## src/rtl/clk_divider.sv

```systemverilog
// Programmable integer clock divider with a run/drain/idle controller and a ratio handshake.
// Ratio changes only take effect at a period boundary, so clk_out never carries a mixed period.
module clk_divider #(
    parameter int WIDTH       = 8,
    parameter int DEFAULT_DIV = 2
) (
    input  logic             clk_in,
    input  logic             rst_n,
    input  logic             en,
    input  logic             cfg_valid,
    input  logic [WIDTH-1:0] cfg_div,
    output logic             cfg_ready,
    output logic             cfg_err,
    output logic             clk_out,
    output logic             tick,
    output logic             running
);

    localparam logic [WIDTH-1:0] ONE     = WIDTH'(1);
    localparam logic [WIDTH-1:0] TWO     = WIDTH'(2);
    localparam logic [WIDTH-1:0] RST_DIV = WIDTH'(DEFAULT_DIV);

    typedef enum logic [1:0] {
        IDLE,
        RUN,
        DRAIN
    } state_t;

    state_t           state, state_nxt;
    logic [WIDTH-1:0] ratio, ratio_nxt;
    logic [WIDTH-1:0] cnt, cnt_nxt;
    logic [WIDTH-1:0] pend_div, pend_div_nxt;
    logic             pend, pend_nxt;
    logic             clk_nxt, tick_nxt, err_nxt;
    logic             accept, wrap;

    function automatic logic [WIDTH-1:0] half_of(input logic [WIDTH-1:0] r);
        return r >> 1;
    endfunction

    function automatic logic is_bad_ratio(input logic [WIDTH-1:0] r);
        return r < TWO;
    endfunction

    assign cfg_ready = !pend;
    assign running   = (state != IDLE);

    always_ff @(posedge clk_in or negedge rst_n) begin
        if (!rst_n) begin
            state <= IDLE;
        end else begin
            state <= state_nxt;
        end
    end

    always_comb begin
        state_nxt    = state;
        ratio_nxt    = ratio;
        cnt_nxt      = cnt;
        clk_nxt      = clk_out;
        tick_nxt     = 1'b0;
        pend_nxt     = pend;
        pend_div_nxt = pend_div;
        err_nxt      = 1'b0;
        accept       = cfg_valid && !pend;
        wrap         = (cnt == ratio - ONE);

        // Accept and pending-load are mutually exclusive: acceptance needs pend low.
        if (accept) begin
            if (is_bad_ratio(cfg_div)) begin
                err_nxt = 1'b1;
            end else begin
                pend_nxt     = 1'b1;
                pend_div_nxt = cfg_div;
            end
        end

        case (state)
            IDLE: begin
                cnt_nxt = '0;
                clk_nxt = 1'b0;
                if (pend) begin
                    ratio_nxt = pend_div;
                    pend_nxt  = 1'b0;
                end
                if (en) begin
                    state_nxt = RUN;
                    clk_nxt   = (half_of(ratio_nxt) != '0);
                    tick_nxt  = 1'b1;
                end
            end
            RUN, DRAIN: begin
                state_nxt = en ? RUN : DRAIN;
                if (wrap) begin
                    cnt_nxt = '0;
                    if (pend) begin
                        ratio_nxt = pend_div;
                        pend_nxt  = 1'b0;
                    end
                    if (state == DRAIN && !en) begin
                        state_nxt = IDLE;
                        clk_nxt   = 1'b0;
                    end else begin
                        clk_nxt  = (half_of(ratio_nxt) != '0);
                        tick_nxt = 1'b1;
                    end
                end else begin
                    cnt_nxt = cnt + ONE;
                    clk_nxt = (cnt_nxt < half_of(ratio));
                end
            end
            default: begin
                state_nxt = IDLE;
                cnt_nxt   = '0;
                clk_nxt   = 1'b0;
            end
        endcase
    end

    always_ff @(posedge clk_in or negedge rst_n) begin
        if (!rst_n) begin
            ratio    <= RST_DIV;
            cnt      <= '0;
            pend     <= 1'b0;
            pend_div <= '0;
            clk_out  <= 1'b0;
            tick     <= 1'b0;
            cfg_err  <= 1'b0;
        end else begin
            ratio    <= ratio_nxt;
            cnt      <= cnt_nxt;
            pend     <= pend_nxt;
            pend_div <= pend_div_nxt;
            clk_out  <= clk_nxt;
            tick     <= tick_nxt;
            cfg_err  <= err_nxt;
        end
    end

endmodule

```

## config.mk

```make
export PLATFORM = sky130hd
export DESIGN_NAME = clk_divider
export DESIGN_NICKNAME = d
export VERILOG_FILES = /design/src/rtl/clk_divider.sv
export SDC_FILE = /design/constraint.sdc
export NUM_CORES = 1
export LEC_CHECK = 0
export CAP_MARGIN = 30
export CORE_MARGIN = 2
export CORE_UTILIZATION = 41
export DETAILED_ROUTE_END_ITERATION = 8
export PLACE_DENSITY = 0.66
export RECOVER_POWER = 100
export SETUP_SLACK_MARGIN = 0.3
export SYNTH_ARGS = -nofsm -noshare
export SYNTH_HDL_FRONTEND = slang
export SYNTH_SLANG_ARGS = --single-unit
```

## constraint.sdc

```tcl
create_clock -name clk_in -period 3.4 [get_ports clk_in]
set_clock_uncertainty 0.05 [all_clocks]
set_input_delay 0.34 -clock clk_in [delete_from_list [all_inputs] [get_ports clk_in]]
set_output_delay 0.34 -clock clk_in [all_outputs]
set_load 0.01 [all_outputs]
```

==> flow_metrics.env, run 1 <==
export IMPL_maxCapViolations=0
export IMPL_drt_iter0_markers=74
export IMPL_ys_ff_latch=30
export IMPL_ys_types=42
export IMPL_hp_class="in2async"
export IMPL_hold_viol_final=0
export IMPL_worst_setup_path_end_kind="register"
export IMPL_clock_latency_ns=0.28
export IMPL_layout_nets=212
export IMPL_gp_congestion=0.761
export IMPL_pin_count=17
export IMPL_r2r_setup_slack_ns=0.45
export IMPL_avgViaCountPerCell=5.36
export IMPL_clockBufferDepth=2
export IMPL_synthCells=170
export IMPL_wire_per_inst_um=14.8
export IMPL_reg2regPathDepth=8
export IMPL_max_stage_delay_ns=0.76
export IMPL_fin_crit_ns=2.95
export IMPL_die_w_um=69.7
export IMPL_rsz0062_at_grt="false"
export IMPL_initial_core_util=0.433
export IMPL_drv_slew=0
export IMPL_gr_total_overflow=0
export IMPL_ant_nets=0
export IMPL_grt_pass1_vias=1353
export IMPL_relSlewSlack=0.263
export IMPL_cts_sinks=30
export IMPL_num_vias=1282
export IMPL_crit_chain="inv_1 -> ha_1 -> xnor2_1 -> a21oi_1 -> a22oi_1 -> or4_1 -> o21ai_0 -> nor2b_1"
export IMPL_fin_util=0.501
export IMPL_synth_edf_count=0
export IMPL_drc=0
export IMPL_cts_hold_buf=0
export IMPL_synthToLayoutAreaGrowth_pct=15.8
export IMPL_clock_fmax_mhz=339
export IMPL_worst_setup_path_start_kind="register"
export IMPL_p_leak_uw=0.000931
export IMPL_dp_final_hpwl_um=2740
export IMPL_antenna_found_initial=0
export IMPL_crit_type="reg2reg"
export IMPL_synth_nets=193
export IMPL_p_per_area_mw_per_mm2=870
export IMPL_n_fill_cell=385
export IMPL_tightest_slew_ns=1.11
export IMPL_io_buffers=16
export IMPL_grt_max_degree=22
export IMPL_drive_gt1_frac=0.0899
export IMPL_path_clk_slew_ns=0.06
export IMPL_cts_tree="yes"
export IMPL_cts_resized=0
export IMPL_seqCellArea_um2=752
export IMPL_fin_area_mm2=0.00205
export IMPL_grt_pass1_wl_um=6380
export IMPL_drt_total_wl_um=3540
export IMPL_critPathLaunch="ratio[1]"
export IMPL_arrival_ns=3.03
export IMPL_r2r_end="cnt[6]"
export IMPL_cts_root_buf="clkbuf_8"
export IMPL_cts_buffers=5
export IMPL_place_area_mm2=0.00198
export IMPL_async_reset_ff_frac=1.00
export IMPL_ys_flop_type="dfrtp_1"
export IMPL_status="finished clean"
export IMPL_rows=23
export IMPL_n_antenna_cell=0
export IMPL_dieArea_mm2=0.00486
export IMPL_htreeDepth=2
export IMPL_synth_seq_area_share=0.425
export IMPL_first_pass_iters=5
export IMPL_setup_viol=0
export IMPL_post_cts_buffers=0
export IMPL_vdd_drop_max_mv=0.406
export IMPL_syn_area_mm2=0.00177
export IMPL_cp_slowest_cell="o21ai_0"
export IMPL_dpl_worst_slack_ns=0.601
export IMPL_yosys_warnings=0
export IMPL_r2r_start="ratio[1]"
export IMPL_grtUsageTotal=0.166
export IMPL_tns_ns=0
export IMPL_cp_required_ns=3.48
export IMPL_setup_ws_ns=0.451
export IMPL_worst_hold_slack_ns=0.266
export IMPL_avgSynthCellArea_um2=10.4
export IMPL_multi_input_area_um2=893
export IMPL_core_area_mm2=0.00409
export IMPL_timing_final_crit_share=0.867
export IMPL_cp_endpoint="cnt[6]"
export IMPL_crit_path_max_fanout=8
export IMPL_die_h_um=69.7
==> metrics by stage <==
step           power [µW]  instances
2_1_floorplan        1280        170
3_3_place_gp         1470        231
3_5_place_dp         1510        232
4_1_cts              1880        239
5_1_grt              1940        239
6_report             1780        239
==> kinds of logic after synthesis <==
logic type               share of synthesized area
AO/OA/AOI/OAI                                0.102
AND/OR/NAND/NOR                              0.153
XOR/XNOR                                    0.0792
flip-flops                                   0.425
adder cells (fa/ha/maj)                     0.0778
multiplexers                                 0.110
buffers and inverters                       0.0530
==> layout by cell type (no fill, tap or decap), types with 2 or more instances in the layout <==
cell / Yosys / layout
nor2b_1: 5 / 5
mux2_2: 7 / 7
xor2_1: 9 / 9
nand3_1: 9 / 9
o211ai_1: 3 / 3
nand2_1: 6 / 6
a21oi_1: 5 / 5
nor4_1: 5 / 5
inv_1: 16 / 16
xnor2_1: 7 / 7
a211oi_1: 2 / 2
clkbuf_8: 0 / 6
dfrtp_1: 29 / 29
o31a_1: 2 / 2
a22oi_1: 2 / 2
and3_1: 3 / 3
clkdlybuf4s50_1: 0 / 9
o21ai_0: 3 / 4
dlygate4sd3_1: 0 / 7
nor2_1: 10 / 10
clkbuf_1: 4 / 2
ha_1: 11 / 11
nor3_1: 4 / 4
mux2_1: 0 / 7
==> cell type report <==
cell class,count,share of cell area
flip-flops and latches,30,0.367
well taps,50,0.0305
clock buffers,6,0.0403
clock inverters,1,0.0147
repair buffers,18,0.0819
multi-input cells,118,0.436
inverters,16,0.0293
==> critical path, delay by kind of cell, from the launching register on <==
family | cells | cell delay, ns
AOI/OAI and AO/OA | 3 | 1.01
buffers and inverters | 1 | 0.06
DFF | 1 | 0.59
adders and majority gates | 1 | 0.24
xor gates and xnor gates | 1 | 0.15
and+or+nand+nor | 2 | 0.69
==> state kept, by name (all words and copies together) (netlist names) <==
| register | cells |
|---|---|
| cfg_err | 1 |
| clk_out | 1 |
| cnt | 8 |
| pend | 1 |
| pend_div | 8 |
| ratio | 8 |
| state | 2 |
| tick | 1 |
==> layer usage <==
metal | global-route usage | vias up | share of wire
met5 | 0 | - | 0
met4 | 0.0748 | 0 | 0.019
met3 | 0.0392 | 7 | 0.034
met2 | 0.266 | 25 | 0.47
met1 | 0.214 | 617 | 0.48
li1 | - | 633 | -
==> Yosys cell counts (2+ instances only) <==
cell / n / share of area
xor2_1: 9 / 0.045
clkbuf_1: 4 / 0.0085
nor2b_1: 5 / 0.018
inv_1: 16 / 0.034
dfrtp_1: 29 / 0.41
and3_1: 3 / 0.011
a21oi_1: 5 / 0.014
nor3_1: 4 / 0.011
mux2_4: 7 / 0.059
a22oi_1: 2 / 0.0085
nand3_1: 9 / 0.025
ha_1: 11 / 0.078
nor4_1: 5 / 0.018
xnor2_1: 7 / 0.035
nor2_1: 10 / 0.021
nand2_1: 6 / 0.013
mux2_2: 7 / 0.045
o211ai_1: 3 / 0.013
o21ai_0: 3 / 0.0085
a211oi_1: 2 / 0.0085
o31a_1: 2 / 0.0099
==> how the worst min path moves through the flow <==
stage	end	slack, ns	cells after the start
2_1_floorplan	cfg_err	-0.006	0
3_3_place_gp	ratio[0]	0.45	1
3_5_place_dp	ratio[0]	0.45	1
4_1_cts	clk_out	0.22	1
5_1_grt	clk_out	0.27	1
6_report	clk_out	0.27	1
==> where the power goes <==
group          total [µW]  internal (µW)  switching [µW]
logic                 758            352             405
clock network         366            234             132
registers             659            500             159
Power figures use the tool's default switching activity.
==> run 2: changes to the inputs <==
--- a/config.mk
+++ b/config.mk
@@ -9,8 +9,8 @@
 export CORE_MARGIN = 2
 export CORE_UTILIZATION = 41
 export DETAILED_ROUTE_END_ITERATION = 8
-export PLACE_DENSITY = 0.66
-export RECOVER_POWER = 100
+export PLACE_DENSITY_LB_ADDON = 0.15
+export RECOVER_POWER = 50
 export SETUP_SLACK_MARGIN = 0.3
 export SYNTH_ARGS = -nofsm -noshare
 export SYNTH_HDL_FRONTEND = slang
==> run 2 against run 1 <==
Flip-flop and latch count is the same. Final area grew 1.2%. Clock power shrank 7.9%. Sequential share of layout area shrank 0.42 points. Non-clock buffer count shrank 1. Combinational power grew 11%. Worst setup slack gained 0.15 ns. Via count grew 1.3%. Largest power group unchanged. Wire length grew 1.1%. The flow now finishes with violations (max-capacitance violations, max-slew violations). Die area is the same.
==> flow_metrics.env, run 2 (same netlist as run 1, synthesis figures left out) <==
export IMPL_status="finished, violations left"
export IMPL_violations="max-capacitance violations, max-slew violations"
export IMPL_critPathLaunch="ratio[1]"
export IMPL_cp_slowest_cell="dfstp_2"
export IMPL_worst_setup_path_end_kind="register"
export IMPL_dp_cells=231
export IMPL_io_buffers=16
export IMPL_relSlewSlack=-0.0792
export IMPL_cts_sinks=30
export IMPL_dieArea_mm2=0.00486
export IMPL_crit_type="reg2reg"
export IMPL_avgViaCountPerCell=5.44
export IMPL_cp_required_ns=3.52
export IMPL_synthToLayoutAreaGrowth_pct=17.1
export IMPL_cts_tree="yes"
export IMPL_clock_latency_ns=0.28
export IMPL_arrival_ns=2.91
export IMPL_fin_crit_ns=2.80
export IMPL_grt_max_degree=31
export IMPL_maxCapViolations=1
export IMPL_crit_path_max_fanout=8
export IMPL_timing_final_crit_share=0.823
export IMPL_first_pass_iters=4
export IMPL_hold_viol_final=0
export IMPL_pin_count=17
export IMPL_p_leak_uw=0.000960
export IMPL_drc=0
export IMPL_cts_hold_buf=0
export IMPL_drt_iter0_markers=19
export IMPL_p_per_area_mw_per_mm2=889
export IMPL_fin_util=0.507
export IMPL_rows=23
export IMPL_r2r_end="ratio[7]"
export IMPL_antenna_found_initial=0
export IMPL_wire_per_inst_um=15.0
export IMPL_dp_final_hpwl_um=2730
export IMPL_crit_chain="inv_1 -> ha_1 -> xnor2_1 -> a21oi_1 -> a22oi_1 -> or4_4 -> o31a_1 -> mux2_4"
export IMPL_worst_setup_path_start_kind="register"
export IMPL_gr_total_overflow=0
export IMPL_num_vias=1299
export IMPL_hold_path_endpoint="ratio[0]"
export IMPL_rsz0062_at_grt="false"
export IMPL_layout_nets=211
export IMPL_die_w_um=69.7
export IMPL_htreeDepth=2
export IMPL_reg_top3="cnt (8), pend_div (8), ratio (8)"
export IMPL_r2r_setup_slack_ns=0.60
export IMPL_core_area_mm2=0.00409
export IMPL_clock_fmax_mhz=357
export IMPL_tightest_slew_ns=1.62
export IMPL_hold_path_startpoint="pend_div[0]"
export IMPL_ant_nets=0
export IMPL_n_fill_cell=389
export IMPL_initial_core_util=0.433
export IMPL_post_cts_buffers=0
export IMPL_final_cells=239
export IMPL_cts_root_buf="clkbuf_8"
export IMPL_n_antenna_cell=0
export IMPL_tns_ns=0
export IMPL_setup_viol=0
export IMPL_cts_buffers=5
export IMPL_clockBufferDepth=2
export IMPL_grtUsageTotal=0.167
export IMPL_reg2regPathDepth=8
export IMPL_drt_total_wl_um=3580
export IMPL_vdd_drop_max_mv=0.358
export IMPL_report_power_total_uw=1840
export IMPL_path_clk_slew_ns=0.06
export IMPL_r2r_start="ratio[1]"
export IMPL_die_h_um=69.7
export IMPL_max_stage_delay_ns=0.58
export IMPL_grt_pass1_wl_um=6340
export IMPL_min_path_cells=1
export IMPL_hp_class="reg2reg"
export IMPL_cts_resized=0
export IMPL_grt_pass1_vias=1396
export IMPL_drv_slew=31
export IMPL_gp_congestion=0.811
export IMPL_drive_gt1_frac=0.143
export IMPL_final_cell_mix="dfrtp_1, inv_1, clkdlybuf4s50_1"
export IMPL_final_common_cell="dfrtp_1"
-- run 2: changes by cell type in the layout (fill, tap and decap cells not counted), moves of 2 or more --
cell and change:
clkbuf_8 +2, mux2_4 +7, dlygate4sd3_1 -5, clkdlybuf4s50_1 +5
mux2_1 -7
-- run 2: worst max-delay path, delay by kind of cell, from the launching register on --
family	cells	cell delay (ns)
AOI/OAI and AO/OA	3	0.71
DFF	1	0.58
and+or+nand+nor	1	0.56
muxes	1	0.35
adders and majority gates	1	0.24
xor gates and xnor gates	1	0.15
buffers and inverters	1	0.05
-- run 2: how the worst max path moves through the flow --
stage | to | slack, ns
after global routing | ratio[7] | 0.45
after CTS | ratio[7] | 0.60
after floorplan | ratio[0] | 0.80
final | ratio[7] | 0.60
after detailed placement | ratio[7] | 0.61
after global placement | ratio[5] | 0.67
-- run 2: power by group --
part | internal (µW) | switching [µW] | total (µW)
sequential | 502 | 165 | 668
combinational | 419 | 420 | 838
clock | 204 | 133 | 337
-- run 2: stage by stage --
step / instance area (µm²) / hold WS (ns) / worst slack (ns)
after global routing: 2070 / 0.491 / 0.446
after CTS: 2080 / 0.400 / 0.602
after global placement: 1970 / 0.447 / 0.667
final: 2070 / 0.458 / 0.602
after floorplan: 1770 / -0.00559 / 0.804
after detailed placement: 1970 / 0.458 / 0.610
-- run 2: layout make-up --
type	count	area [µm²]	area share
sequential	30	752	0.363
timing repair buffer	17	164	0.0791
tap	50	62.6	0.0302
clock buffer	8	110	0.0531
multi-input combinational	118	923	0.446
inverter	16	60.1	0.0290
-- run 2: metal layers --
metal	up-vias	track usage	routed length, µm
li1	637	-	-
met1	622	0.206	1640
met2	31	0.263	1660
met3	9	0.0581	198
met4	0	0.0748	82
met5	-	0	0
==> RTL edit, RTL diff (settings of run 1) <==
Reset style: synchronous (`rst_n`), changed in 2 clocked blocks.
--- a/src/rtl/clk_divider.sv
+++ b/src/rtl/clk_divider.sv
@@ -46,5 +46,5 @@
     assign running   = (state != IDLE);
 
-    always_ff @(posedge clk_in or negedge rst_n) begin
+    always_ff @(posedge clk_in) begin
         if (!rst_n) begin
             state <= IDLE;
@@ -118,5 +118,5 @@
     end
 
-    always_ff @(posedge clk_in or negedge rst_n) begin
+    always_ff @(posedge clk_in) begin
         if (!rst_n) begin
             ratio    <= RST_DIV;
Check against the original RTL: differs if rst_n is asserted again (counterexample within 4 cycles, from zero or initial values and one cycle with rst_n low); with rst_n held inactive, the same outputs for 10 cycles.
==> RTL edit against run 1 <==
Count of clock-buffer cells in the layout is the same; setup slack gained 0.36 ns; synthesized area grew 0.85%; design area grew 0.73%; critical path depth shrank 2; hold slack gained 0.16 ns; non-clock buffer count is the same; wire length shrank 3.7%; sequential cell count is the same; synthesized cell count grew 21%.
Power is not compared: it rests on default switching activity, and its combinational part moved more than twofold at a synthesized area within 25%.
==> RTL edit: results (changes against run 1) <==
- Final HPWL DP: 2550 um (-6.7%)
- Min-delay src: pend_div[2]
- Distinct cells, synth: 42 (unchanged)
- FFs w/ async S/R, synth: 0% (-100 points)
- RePlAce Congestion: 0.787 (+3.4%)
- # resized after CTS: 0 (unchanged)
- Latest clock arrival within the worst-skew pair: 0.28 ns (about the same)
- Total Wirelength: 3410 um (-3.7%)
- Gr usage total: 15.6% (-1.1 points)
- Hold/Removal Path Class: reg2reg
- Reg2reg start: ratio[3]
- Root Buffer: clkbuf_8
- Slew margin rel.: 42.0% (+16 points)
- Area contributors post-synth: dfxtp_1, mux2i_1, ha_1
- Worst-path clk slew: 0.06 ns (about the same)
- DR pass1 iterations: 4 (-1)
- Clock buffer depth: 2 (unchanged)
- CTS buffer count: 5 (unchanged)
- Pleak: 0.809 nW
- Initial antenna violation count: 0 (unchanged)
- Post-synth top cells: dfxtp_1, nand2_1, nor2b_1
- ANT cells: 0 (unchanged)
- DR WL/cell: 12.6 um (-15%)
- Seq/Total Area, Yosys: 33.7% (-8.8 points)
- Yosys warns: 0 (unchanged)
- Net Count, Synth: 228 (+18%)
- CP max FO: 10 (+2)
- First-pass GRT wire length: 5970 um (-6.4%)
- Worst R2R End: clk_out
- Placed insts: 264 (+14%)
- Largest net degree at the start of global routing: 31 (+41%)
- Reg2reg path depth: 6 (-2)
- Status: complete, no violations
- # fillers: 406 (+5.5%)
- Top Registers: cnt (8), pend_div (8), ratio (8)
- Worst VDD drop: 0.264 mV
- Critical path data arrival time: 2.69 ns (-0.34 ns)
- Main synth FF type: dfxtp_1
- Layout cells sized above 1: 5.43% (-3.6 points)
- Post-synthesis instance total: 205 (+21%)
- Nets: 244 (+15%)
- Detailed Route Iter0 Violations: 79 (+6.8%)
- Reg2reg setup slack: 0.81 ns (+0.36 ns)
- Via count: 1398 (+9.0%)
- Vias in the first global route: 1225 (-9.5%)
-- RTL edit: area by class of cell --
cell class                 instances  area [um^2]  share of cell area [%]
clock buffer                       6         82.6                    4.00
clock inverter                     1         30.0                    1.46
inverter                          15         56.3                    2.73
multi-input combinational        151         1060                    51.4
sequential                        30          601                    29.1
tap                               50         62.6                    3.03
timing repair buffer              18          171                    8.31
-- RTL edit: power by group --
part           switching, mW  total, mW  internal, mW  leakage [nW]
Clock                  0.130      0.364         0.234        0.0573
Sequential            0.0168      0.386         0.369         0.244
Combinational         0.0750      0.147        0.0722         0.507
-- RTL edit: per-layer routing --
layer  vias up  routed length, um  GRT usage, %
met2        34               1410          20.6
met1       626               1730          23.0
li1        732                  -             -
met3         6                188          3.90
met4         0                 80          7.69
met5         -                  0             0
-- RTL edit: critical path, cell delays in order, from the launching register on --
cell	delay (ns)
dfxtp_1	0.39
or4_1	0.61
or3_1	0.43
a22oi_1	0.17
and4_1	0.28
or2_0	0.41
o22ai_1	0.11
-- RTL edit: how the worst max path moves through the flow --
stage               start      end  cells after the start
3_5_place_dp     ratio[3]  clk_out                      6
2_1_floorplan    ratio[3]  clk_out                      8
3_3_place_gp   cfg_div[2]     pend                      7
6_report         ratio[3]  clk_out                      6
5_1_grt          ratio[3]  clk_out                      6
4_1_cts          ratio[3]  clk_out                      6
-- RTL edit: cell families (layout without fill, tap and decap cells) --
| logic type | after synthesis | count (layout) | share of synthesized area [%] |
|---|---|---|---|
| compound gates | 27 | 27 | 11.2 |
| xor+xnor | 15 | 15 | 7.36 |
| fa+ha+maj | 11 | 11 | 7.71 |
| buf+inv | 24 | 40 | 5.61 |
| flops | 30 | 30 | 33.7 |
| mux | 17 | 17 | 9.61 |
| simple gates | 81 | 81 | 24.9 |
-- RTL edit: metrics by stage --
stage          hold slack, ns  instance area, um^2  power, mW  utilization (%)  worst slack [ns]
6_report                0.428                 2060      0.896             50.5             0.806
3_3_place_gp            0.407                 1980      0.549             48.4              1.08
3_5_place_dp            0.420                 1980      0.549             48.4              1.03
2_1_floorplan           0.366                 1780      0.501                -              1.18
4_1_cts                 0.430                 2090      0.914             51.2              1.01
5_1_grt                 0.449                 2060      0.938             50.5             0.647
